### config.mk
export PLATFORM = sky130hd
export DESIGN_NAME = gpu_rect_engine
export DESIGN_NICKNAME = d
export VERILOG_FILES = /design/src/rtl/gpu_rect_engine_pkg.sv /design/src/rtl/gpu_rect_iter.sv /design/src/rtl/gpu_rect_engine.sv
export SDC_FILE = /design/constraint.sdc
export NUM_CORES = 1
export LEC_CHECK = 0
export ABC_CLOCK_PERIOD_IN_PS = 7400
export BUFFER_PORTS_ARGS = -buffer_cell sky130_fd_sc_hd__buf_2
export CAP_MARGIN = 0
export CORE_AREA = 2 2 219 221
export CTS_BUF_LIST = sky130_fd_sc_hd__clkbuf_16
export CTS_CLUSTER_DIAMETER = 60
export CTS_CLUSTER_SIZE = 30
export DETAILED_ROUTE_END_ITERATION = 10
export DIE_AREA = 0 0 221 223
export SETUP_SLACK_MARGIN = 0.4
export SLEW_MARGIN = 5
export SYNTH_ARGS = -nofsm -noshare
export SYNTH_HDL_FRONTEND = slang
export SYNTH_SLANG_ARGS = --single-unit
### constraint.sdc
create_clock -name clk -period 7.4 [get_ports clk]
set_input_delay 0.74 -clock clk [delete_from_list [all_inputs] [get_ports clk]]
set_output_delay 0.74 -clock clk [all_outputs]
set_load 0.03 [all_outputs]
### src/rtl/gpu_rect_engine_pkg.sv
// rtl/gpu_rect_engine_pkg.sv - shared op type, widths and helpers for the rectangle engine
package gpu_rect_engine_pkg;

  localparam int COLOR_W       = 12;
  localparam int SPRITE_ADDR_W = 16;
  localparam int COORD_W       = 11;

  typedef struct packed {
    logic [COORD_W-1:0]       x;
    logic [COORD_W-1:0]       y;
    logic [COORD_W-1:0]       width;
    logic [COORD_W-1:0]       height;
    logic [COLOR_W-1:0]       color;
    logic                     mem_en;
    logic [SPRITE_ADDR_W-1:0] mem_addr;
    logic                     scale;
  } gpu_op_t;

  typedef enum logic [1:0] {
    ST_IDLE,
    ST_RUN,
    ST_DRAIN
  } rect_state_t;

  // k is always a constant parameter, so this folds into a few shifted adds.
  function automatic logic [31:0] mul_const(input logic [COORD_W-1:0] a, input int k);
    logic [31:0] acc;
    acc = '0;
    for (int i = 0; i < 32; i++) begin
      if (k[i]) acc = acc + ({21'b0, a} << i);
    end
    return acc;
  endfunction

endpackage

### src/rtl/gpu_rect_iter.sv
// rtl/gpu_rect_iter.sv - S0 pixel iterator: walks dx/dy row-major and tracks fb and texel addresses incrementally
module gpu_rect_iter
  import gpu_rect_engine_pkg::*;
#(
  parameter int HOR_ACTIVE_PIXELS = 640,
  parameter int VER_ACTIVE_PIXELS = 480,
  parameter int FB_ADDR_W         = 20
) (
  input  logic                     clk,
  input  logic                     rst_n,
  input  logic                     start,
  input  logic                     step,
  input  logic                     fb_sel,
  input  logic [COORD_W-1:0]       op_x,
  input  logic [COORD_W-1:0]       op_y,
  input  logic [COORD_W-1:0]       op_w,
  input  logic [COORD_W-1:0]       op_h,
  input  logic [SPRITE_ADDR_W-1:0] op_mem_addr,
  input  logic                     op_scale,
  output logic [SPRITE_ADDR_W-1:0] sprite_addr,
  output logic [FB_ADDR_W-1:0]     fb_addr,
  output logic                     last,
  output logic                     clip
);

  localparam logic [FB_ADDR_W-1:0] BUF1_BASE = FB_ADDR_W'(HOR_ACTIVE_PIXELS * VER_ACTIVE_PIXELS);
  localparam logic [FB_ADDR_W-1:0] ROW_STEP  = FB_ADDR_W'(HOR_ACTIVE_PIXELS);

  logic [COORD_W-1:0]       dx_q, dx_d, dy_q, dy_d;
  logic [COORD_W:0]         px_q, px_d, py_q, py_d;
  logic [FB_ADDR_W-1:0]     row_addr_q, row_addr_d, pix_addr_q, pix_addr_d;
  logic [SPRITE_ADDR_W-1:0] tex_row_q, tex_row_d, tex_addr_q, tex_addr_d;
  logic [SPRITE_ADDR_W-1:0] tex_stride;
  logic                     row_end;

  assign tex_stride = op_scale ? {6'b0, op_w[COORD_W-1:1]} : {5'b0, op_w};
  assign row_end    = (dx_q == op_w - 11'd1);

  always_comb begin
    dx_d       = dx_q;
    dy_d       = dy_q;
    px_d       = px_q;
    py_d       = py_q;
    row_addr_d = row_addr_q;
    pix_addr_d = pix_addr_q;
    tex_row_d  = tex_row_q;
    tex_addr_d = tex_addr_q;
    if (start) begin
      dx_d       = '0;
      dy_d       = '0;
      px_d       = {1'b0, op_x};
      py_d       = {1'b0, op_y};
      row_addr_d = (fb_sel ? BUF1_BASE : '0) + FB_ADDR_W'(mul_const(op_y, HOR_ACTIVE_PIXELS))
                   + FB_ADDR_W'(op_x);
      pix_addr_d = row_addr_d;
      tex_row_d  = op_mem_addr;
      tex_addr_d = op_mem_addr;
    end else if (step) begin
      if (row_end) begin
        dx_d       = '0;
        dy_d       = dy_q + 11'd1;
        px_d       = {1'b0, op_x};
        py_d       = py_q + 12'd1;
        row_addr_d = row_addr_q + ROW_STEP;
        pix_addr_d = row_addr_q + ROW_STEP;
        // With scale=1 each texel row is reused for two screen rows.
        if (!op_scale || dy_q[0]) tex_row_d = tex_row_q + tex_stride;
        tex_addr_d = tex_row_d;
      end else begin
        dx_d       = dx_q + 11'd1;
        px_d       = px_q + 12'd1;
        pix_addr_d = pix_addr_q + 1'b1;
        if (!op_scale || dx_q[0]) tex_addr_d = tex_addr_q + 16'd1;
      end
    end
  end

  always_ff @(posedge clk or negedge rst_n) begin
    if (!rst_n) begin
      dx_q       <= '0;
      dy_q       <= '0;
      px_q       <= '0;
      py_q       <= '0;
      row_addr_q <= '0;
      pix_addr_q <= '0;
      tex_row_q  <= '0;
      tex_addr_q <= '0;
    end else begin
      dx_q       <= dx_d;
      dy_q       <= dy_d;
      px_q       <= px_d;
      py_q       <= py_d;
      row_addr_q <= row_addr_d;
      pix_addr_q <= pix_addr_d;
      tex_row_q  <= tex_row_d;
      tex_addr_q <= tex_addr_d;
    end
  end

  assign sprite_addr = tex_addr_q;
  assign fb_addr     = pix_addr_q;
  assign last        = row_end && (dy_q == op_h - 11'd1);
  assign clip        = (px_q >= 12'(HOR_ACTIVE_PIXELS)) || (py_q >= 12'(VER_ACTIVE_PIXELS));

endmodule

### src/rtl/gpu_rect_engine.sv
// rtl/gpu_rect_engine.sv - rectangle fill/blit engine: op FSM plus ROM-read and write pipeline stages
module gpu_rect_engine
  import gpu_rect_engine_pkg::*;
#(
  parameter int                 HOR_ACTIVE_PIXELS = 640,
  parameter int                 VER_ACTIVE_PIXELS = 480,
  parameter int                 FB_ADDR_W         = 20,
  parameter logic [COLOR_W-1:0] TRANSPARENT       = 12'h0
) (
  input  logic                     clk,
  input  logic                     rst_n,
  input  logic                     ce,
  input  gpu_op_t                  op,
  input  logic                     op_valid,
  output logic                     op_ready,
  input  logic                     fb_sel,
  output logic [SPRITE_ADDR_W-1:0] sprite_addr,
  input  logic [COLOR_W-1:0]       sprite_data,
  output logic                     fb_wr_en,
  output logic [FB_ADDR_W-1:0]     fb_wr_addr,
  output logic [COLOR_W-1:0]       fb_wr_data
);

  rect_state_t          state_q, state_d;
  logic                 drain_q, drain_d;
  gpu_op_t              op_q, op_d, iter_op;
  logic                 s1_valid_q, s1_valid_d;
  logic [FB_ADDR_W-1:0] s1_addr_q, s1_addr_d;
  logic                 wr_en_q, wr_en_d;
  logic [FB_ADDR_W-1:0] wr_addr_q, wr_addr_d;
  logic [COLOR_W-1:0]   wr_data_q, wr_data_d;
  logic                 accept, it_last, it_clip;
  logic [FB_ADDR_W-1:0] it_fb_addr;

  assign accept  = ce && op_valid && (state_q == ST_IDLE);
  assign iter_op = accept ? op : op_q;

  gpu_rect_iter #(
    .HOR_ACTIVE_PIXELS(HOR_ACTIVE_PIXELS),
    .VER_ACTIVE_PIXELS(VER_ACTIVE_PIXELS),
    .FB_ADDR_W        (FB_ADDR_W)
  ) u_iter (
    .clk        (clk),
    .rst_n      (rst_n),
    .start      (accept),
    .step       (ce && (state_q == ST_RUN)),
    .fb_sel     (fb_sel),
    .op_x       (iter_op.x),
    .op_y       (iter_op.y),
    .op_w       (iter_op.width),
    .op_h       (iter_op.height),
    .op_mem_addr(iter_op.mem_addr),
    .op_scale   (iter_op.scale),
    .sprite_addr(sprite_addr),
    .fb_addr    (it_fb_addr),
    .last       (it_last),
    .clip       (it_clip)
  );

  always_comb begin
    state_d    = state_q;
    drain_d    = drain_q;
    op_d       = op_q;
    s1_valid_d = s1_valid_q;
    s1_addr_d  = s1_addr_q;
    wr_en_d    = wr_en_q;
    wr_addr_d  = wr_addr_q;
    wr_data_d  = wr_data_q;
    case (state_q)
      ST_IDLE: begin
        if (accept) begin
          op_d    = op;
          drain_d = 1'b0;
          state_d = (op.width == '0 || op.height == '0) ? ST_DRAIN : ST_RUN;
        end
      end
      ST_RUN: begin
        if (ce && it_last) state_d = ST_DRAIN;
      end
      ST_DRAIN: begin
        if (ce) begin
          drain_d = !drain_q;
          if (drain_q) state_d = ST_IDLE;
        end
      end
      default: state_d = ST_IDLE;
    endcase
    // S1 carries the S0 pixel alongside the ROM read; S2 decides the write.
    if (ce) begin
      s1_valid_d = (state_q == ST_RUN) && !it_clip;
      s1_addr_d  = it_fb_addr;
      wr_en_d    = s1_valid_q && (!op_q.mem_en || sprite_data != TRANSPARENT);
      if (s1_valid_q) begin
        wr_addr_d = s1_addr_q;
        wr_data_d = op_q.mem_en ? sprite_data : op_q.color;
      end
    end
  end

  always_ff @(posedge clk or negedge rst_n) begin
    if (!rst_n) begin
      state_q    <= ST_IDLE;
      drain_q    <= 1'b0;
      op_q       <= '0;
      s1_valid_q <= 1'b0;
      s1_addr_q  <= '0;
      wr_en_q    <= 1'b0;
      wr_addr_q  <= '0;
      wr_data_q  <= '0;
    end else begin
      state_q    <= state_d;
      drain_q    <= drain_d;
      op_q       <= op_d;
      s1_valid_q <= s1_valid_d;
      s1_addr_q  <= s1_addr_d;
      wr_en_q    <= wr_en_d;
      wr_addr_q  <= wr_addr_d;
      wr_data_q  <= wr_data_d;
    end
  end

  assign op_ready   = (state_q == ST_IDLE);
  assign fb_wr_en   = wr_en_q;
  assign fb_wr_addr = wr_addr_q;
  assign fb_wr_data = wr_data_q;

endmodule

==> implementation parameters <==
Parameter                              Value

Global route
  Wire length of the first global-routing pass ... 64900 microns
  Number of antenna violations at the first check in global routing ... 5
  GRT Residual Overflow ... 0
  Aggregate global-route resource usage ... 16.1%
  Via count of the first global-routing pass ... roughly 12000
  Pin count of the biggest net entering global routing ... 141

Synthesis
  Synthesized flop and latch total ... approximately 230
  Mapped cell area ... about 0.014 sq mm
  Asr flop ratio synth ... 100%
  Proportion of synthesized chip area in sequential cells ... between 40% and 50%
  Post-synth EDFFs ... 0
  Top_reg_cell synth ... dfrtp_1
  Syn nets ... about 1700
  Number of standard cells after synthesis ... about 1600
  Syn. warnings ... 0
  Number of distinct library cells after synthesis ... between 70 and 80
  Mean area per synthesized cell ... between 8 and 9 sq um

Worst setup path
  Critical path, cell by cell ... buf_2, nand4bb_4, mux2i_1, ha_1, nand2b_1, nor4_1, o21a_1, o21ai_0, a211oi_1, nand3_1, nand2_1, o21ai_0, a211o_1
  Worst path max stage delay ... ~700 ps
  FF-to-FF setup slack ... approximately 2300 ps
  Launch point of the worst reg-to-reg path ... state_q[1]
  Required time at the endpoint of the critical path ... approximately 7800 ps
  Worst path buffer plus inverter count ... 1
  Critical path startpoint category ... input port
  Worst reg2reg path depth ... 12
  Crit-path most repeated cell ... o21ai_0
  Family of cells with the greatest summed delay on the critical path ... simple AND/OR/NAND/NOR gates
  Arrival time of the worst setup path ... 5750 ps
  Top fanout value on the critical path ... 27
  Worst reg2reg endpoint ... u_iter.sprite_addr[6]
  Type of element capturing the critical path ... flop
  Slowest stage cell on the critical path ... nand3_1
  Class of the most critical setup path ... input port to flop
  Number of cells on the critical path ... 13

Floorplan
  Die H ... 223 microns
  Area inside the core boundary ... 0.0471 sq mm
  DIE WIDTH ... between 200 and 250 microns
  Starting density of the core ... a little under 30%
  Total die area ... around 0.05 sq mm
  Row count ... 80
  # IOs ... 141

Drt
  Total detailed-routing wirelength ... 40400 microns
  WL per Instance ... ~18 microns
  Vias ... 12000
  1st-iter DRT viols ... between 800 and 900
  Via density per instance ... roughly 5.2
  Number of DRC violations after detailed routing ... 0
  Number of search-and-repair iterations in the first detailed-routing pass ... 5
  ANT nets after route ... 0

Layout
  Fraction of layout instances using a drive strength above 1 ... 16.1%
  Final design area excluding fillers ... between 0.015 and 0.02 sq mm
  FF/Latch Area ... 0.00583 sq mm
  Area of the multi-input gates ... between 0.007 and 0.008 sq mm
  Final net count ... about 1800
  Finished Core Util ... about 34%
  Final instance count without filler cells ... 2305
  Area Growth Syn to Fin ... 16.5%
  Final-layout fill cell count ... 4799

STA
  Worst-Margin Slew ... ~1200 ps
  Setup repair after global routing missed its margin ... false
  Fin Clk Skew ... 27.8 ps
  Shortest period the worst path allows ... 5310 ps
  Final count of negative-setup-slack endpoints ... 0
  Max-slew violation count ... 0
  Max transition margin ... approximately 17%
  Tcrit/Tclk final ... roughly 70%
  Final count of hold timing violations ... 0
  Accumulated negative setup slack ... 0 ps
  Highest achievable clock rate ... about 190 MHz

CTS
  Number of buffers added by the clock tree synthesis step ... 27
  Buffer type at the clock tree root ... clkbuf_16
  Clock transition at the registers of the reported paths ... around 70 ps
  Clock sink count ... around 230
  Clock latency on the worst-skew pair ... roughly 560 ps
  Post-CTS setup-driven buffer insertion count ... 0
  Post-CTS sizing ... 0
  Post-CTS Hold Buffers ... 0
  Number of H-tree branching levels ... 1
  Buffer depth of the longest clock path ... 3
  CTS tree ... done

Job
  Max cap viols ... 0

Hold path
  Path class of the lowest-slack min-delay path ... input port to asynchronous set/reset pin

Power and ir drop
  Overall power after layout ... roughly 7 mW
  Power per standard cell area ... between 400 and 500 mW/mm^2
  Static Leak ... 7.47 nW
  Largest voltage drop on the vdd net ... 224 uV

Outcome
  Result of the run ... finished, final reports clean

Placement
  GPL Wtd Cong ... just under 0.9
  Sum of net half-perimeters after detailed placement ... roughly 29000 microns
  Cells after DPL ... roughly 2300
  Count of buffers inserted at the top-level ports ... 140
  Placement Cell Area ... around 0.015 sq mm
[routing by layer]
metal  routed length, microns  vias up  GRT usage, %  part of all wire, %
li1                         -     5770             -                    -
met3                     1960       72          2.88                  4.9
met1                    18300     5846          21.6                   45
met2                    18800      301          26.4                   47
met5                       36        -             0                0.089
met4                     1220        6          4.72                  3.0
[metrics by stage]
| stage | hold WS [ps] | worst slack, ps |
|---|---|---|
| 2_1_floorplan | 439 | 1750 |
| 3_3_place_gp | 451 | 1760 |
| 3_5_place_dp | 459 | 1630 |
| 4_1_cts | 358 | 2220 |
| 5_1_grt | 383 | 1710 |
| 6_report | 298 | 2090 |
[flip-flops by register name, indices dropped and copies added, names as in the netlist, 11 cells and up]
signal,flops
u_iter.sprite_addr,16
fb_wr_addr,20
u_iter.px_q,12
u_iter.dx_q,11
fb_wr_data,12
op_q,58
u_iter.tex_row_q,16
u_iter.dy_q,11
u_iter.py_q,12
u_iter.fb_addr,20
s1_addr_q,20
u_iter.row_addr_q,20
[placed cells by master (no fill, tap or decap), types with 11 or more instances in the layout]
cell       instances
ha_1              38
o21ai_0           91
mux2_2            46
nand4_1           24
buf_4             12
or4_1             14
mux2i_1           61
o22ai_1           11
a211oi_1          11
a21oi_1           68
clkbuf_16         27
nand3_1           62
dfrtp_1          233
o211ai_1          24
and3_1            14
nor2_1           127
xnor2_1           55
a21o_1            11
nand2b_1          18
nor4_1            13
xor2_1            46
inv_1             42
buf_2            139
a31oi_1           27
nand2_1          282
nor3_1            26
[cell families after synthesis]
family / count (synthesis) / share of synthesized area, %
buffers and inverters: 118 / 3.30
adder cells (fa/ha/maj): 42 / 3.85
AND/OR/NAND/NOR: 639 / 21.4
flip-flops: 233 / 42.0
AO/OA/AOI/OAI: 322 / 14.9
multiplexers: 107 / 8.12
XOR/XNOR: 102 / 6.53
[area by class of cell]
cell class              instances  share of cell area, %
multi-input cells            1212                   47.3
flip-flops and latches        233                   36.0
repair buffers                154                   5.19
well taps                     615                   4.75
clock buffers                  27                   4.17
clock inverters                20                   1.57
inverters                      42                  0.974
diodes                          2                 0.0309
[cell usage after synthesis, types with 4 or more instances]
library cell  number  area share (%)
o2111ai_1          4            0.25
or3_1              5            0.23
nor4b_1            4            0.25
ha_1              38             3.4
nand2b_1          18            0.81
inv_1             42             1.1
buf_2             12            0.43
dfrtp_1          233              42
a31oi_1           27             1.2
and3_1            14            0.63
mux2i_1           61             4.4
a21oi_1           68             2.4
a221oi_1           4            0.25
o211ai_1          24             1.3
buf_1              8            0.22
o31ai_1           10            0.54
o2bb2ai_1          5            0.32
nand3_1           62             2.2
nand4_1           24             1.1
mux2_2            46             3.7
or4_1             14            0.76
a21o_1            11            0.59
a211o_1            7            0.44
nand2_1          283             7.6
nor3_1            28             1.0
nor2b_1           10            0.45
nor2_1           127             3.4
and2_1             6            0.27
o21a_1             7            0.38
a211oi_1          11            0.59
or2_2              8            0.36
clkbuf_1          56             1.5
xor2_1            46             2.9
o21ai_0           91             3.3
xnor2_1           55             3.5
nor4_1            14            0.63
o22ai_1           11            0.50
[worst max-delay path by stage]
stage | to | from | slack, ps
final | u_iter.sprite_addr[6] | ce | 2090
after global routing | u_iter.fb_addr[2] | ce | 1710
after CTS | u_iter.sprite_addr[6] | ce | 2220
after detailed placement | u_iter.sprite_addr[6] | ce | 1630
after global placement | u_iter.px_q[3] | ce | 1760
after floorplan | u_iter.fb_addr[19] | ce | 1750
[report_power, final]
group          total [mW]  internal (mW)  switching [mW]  leakage, nW
Clock                1.42          0.775           0.645        0.446
Combinational        3.39           1.39            2.00         4.11
Sequential           2.23           1.76           0.470         2.91
Total                7.04           3.92            3.12         7.47
(Power assumes the default switching activity.)
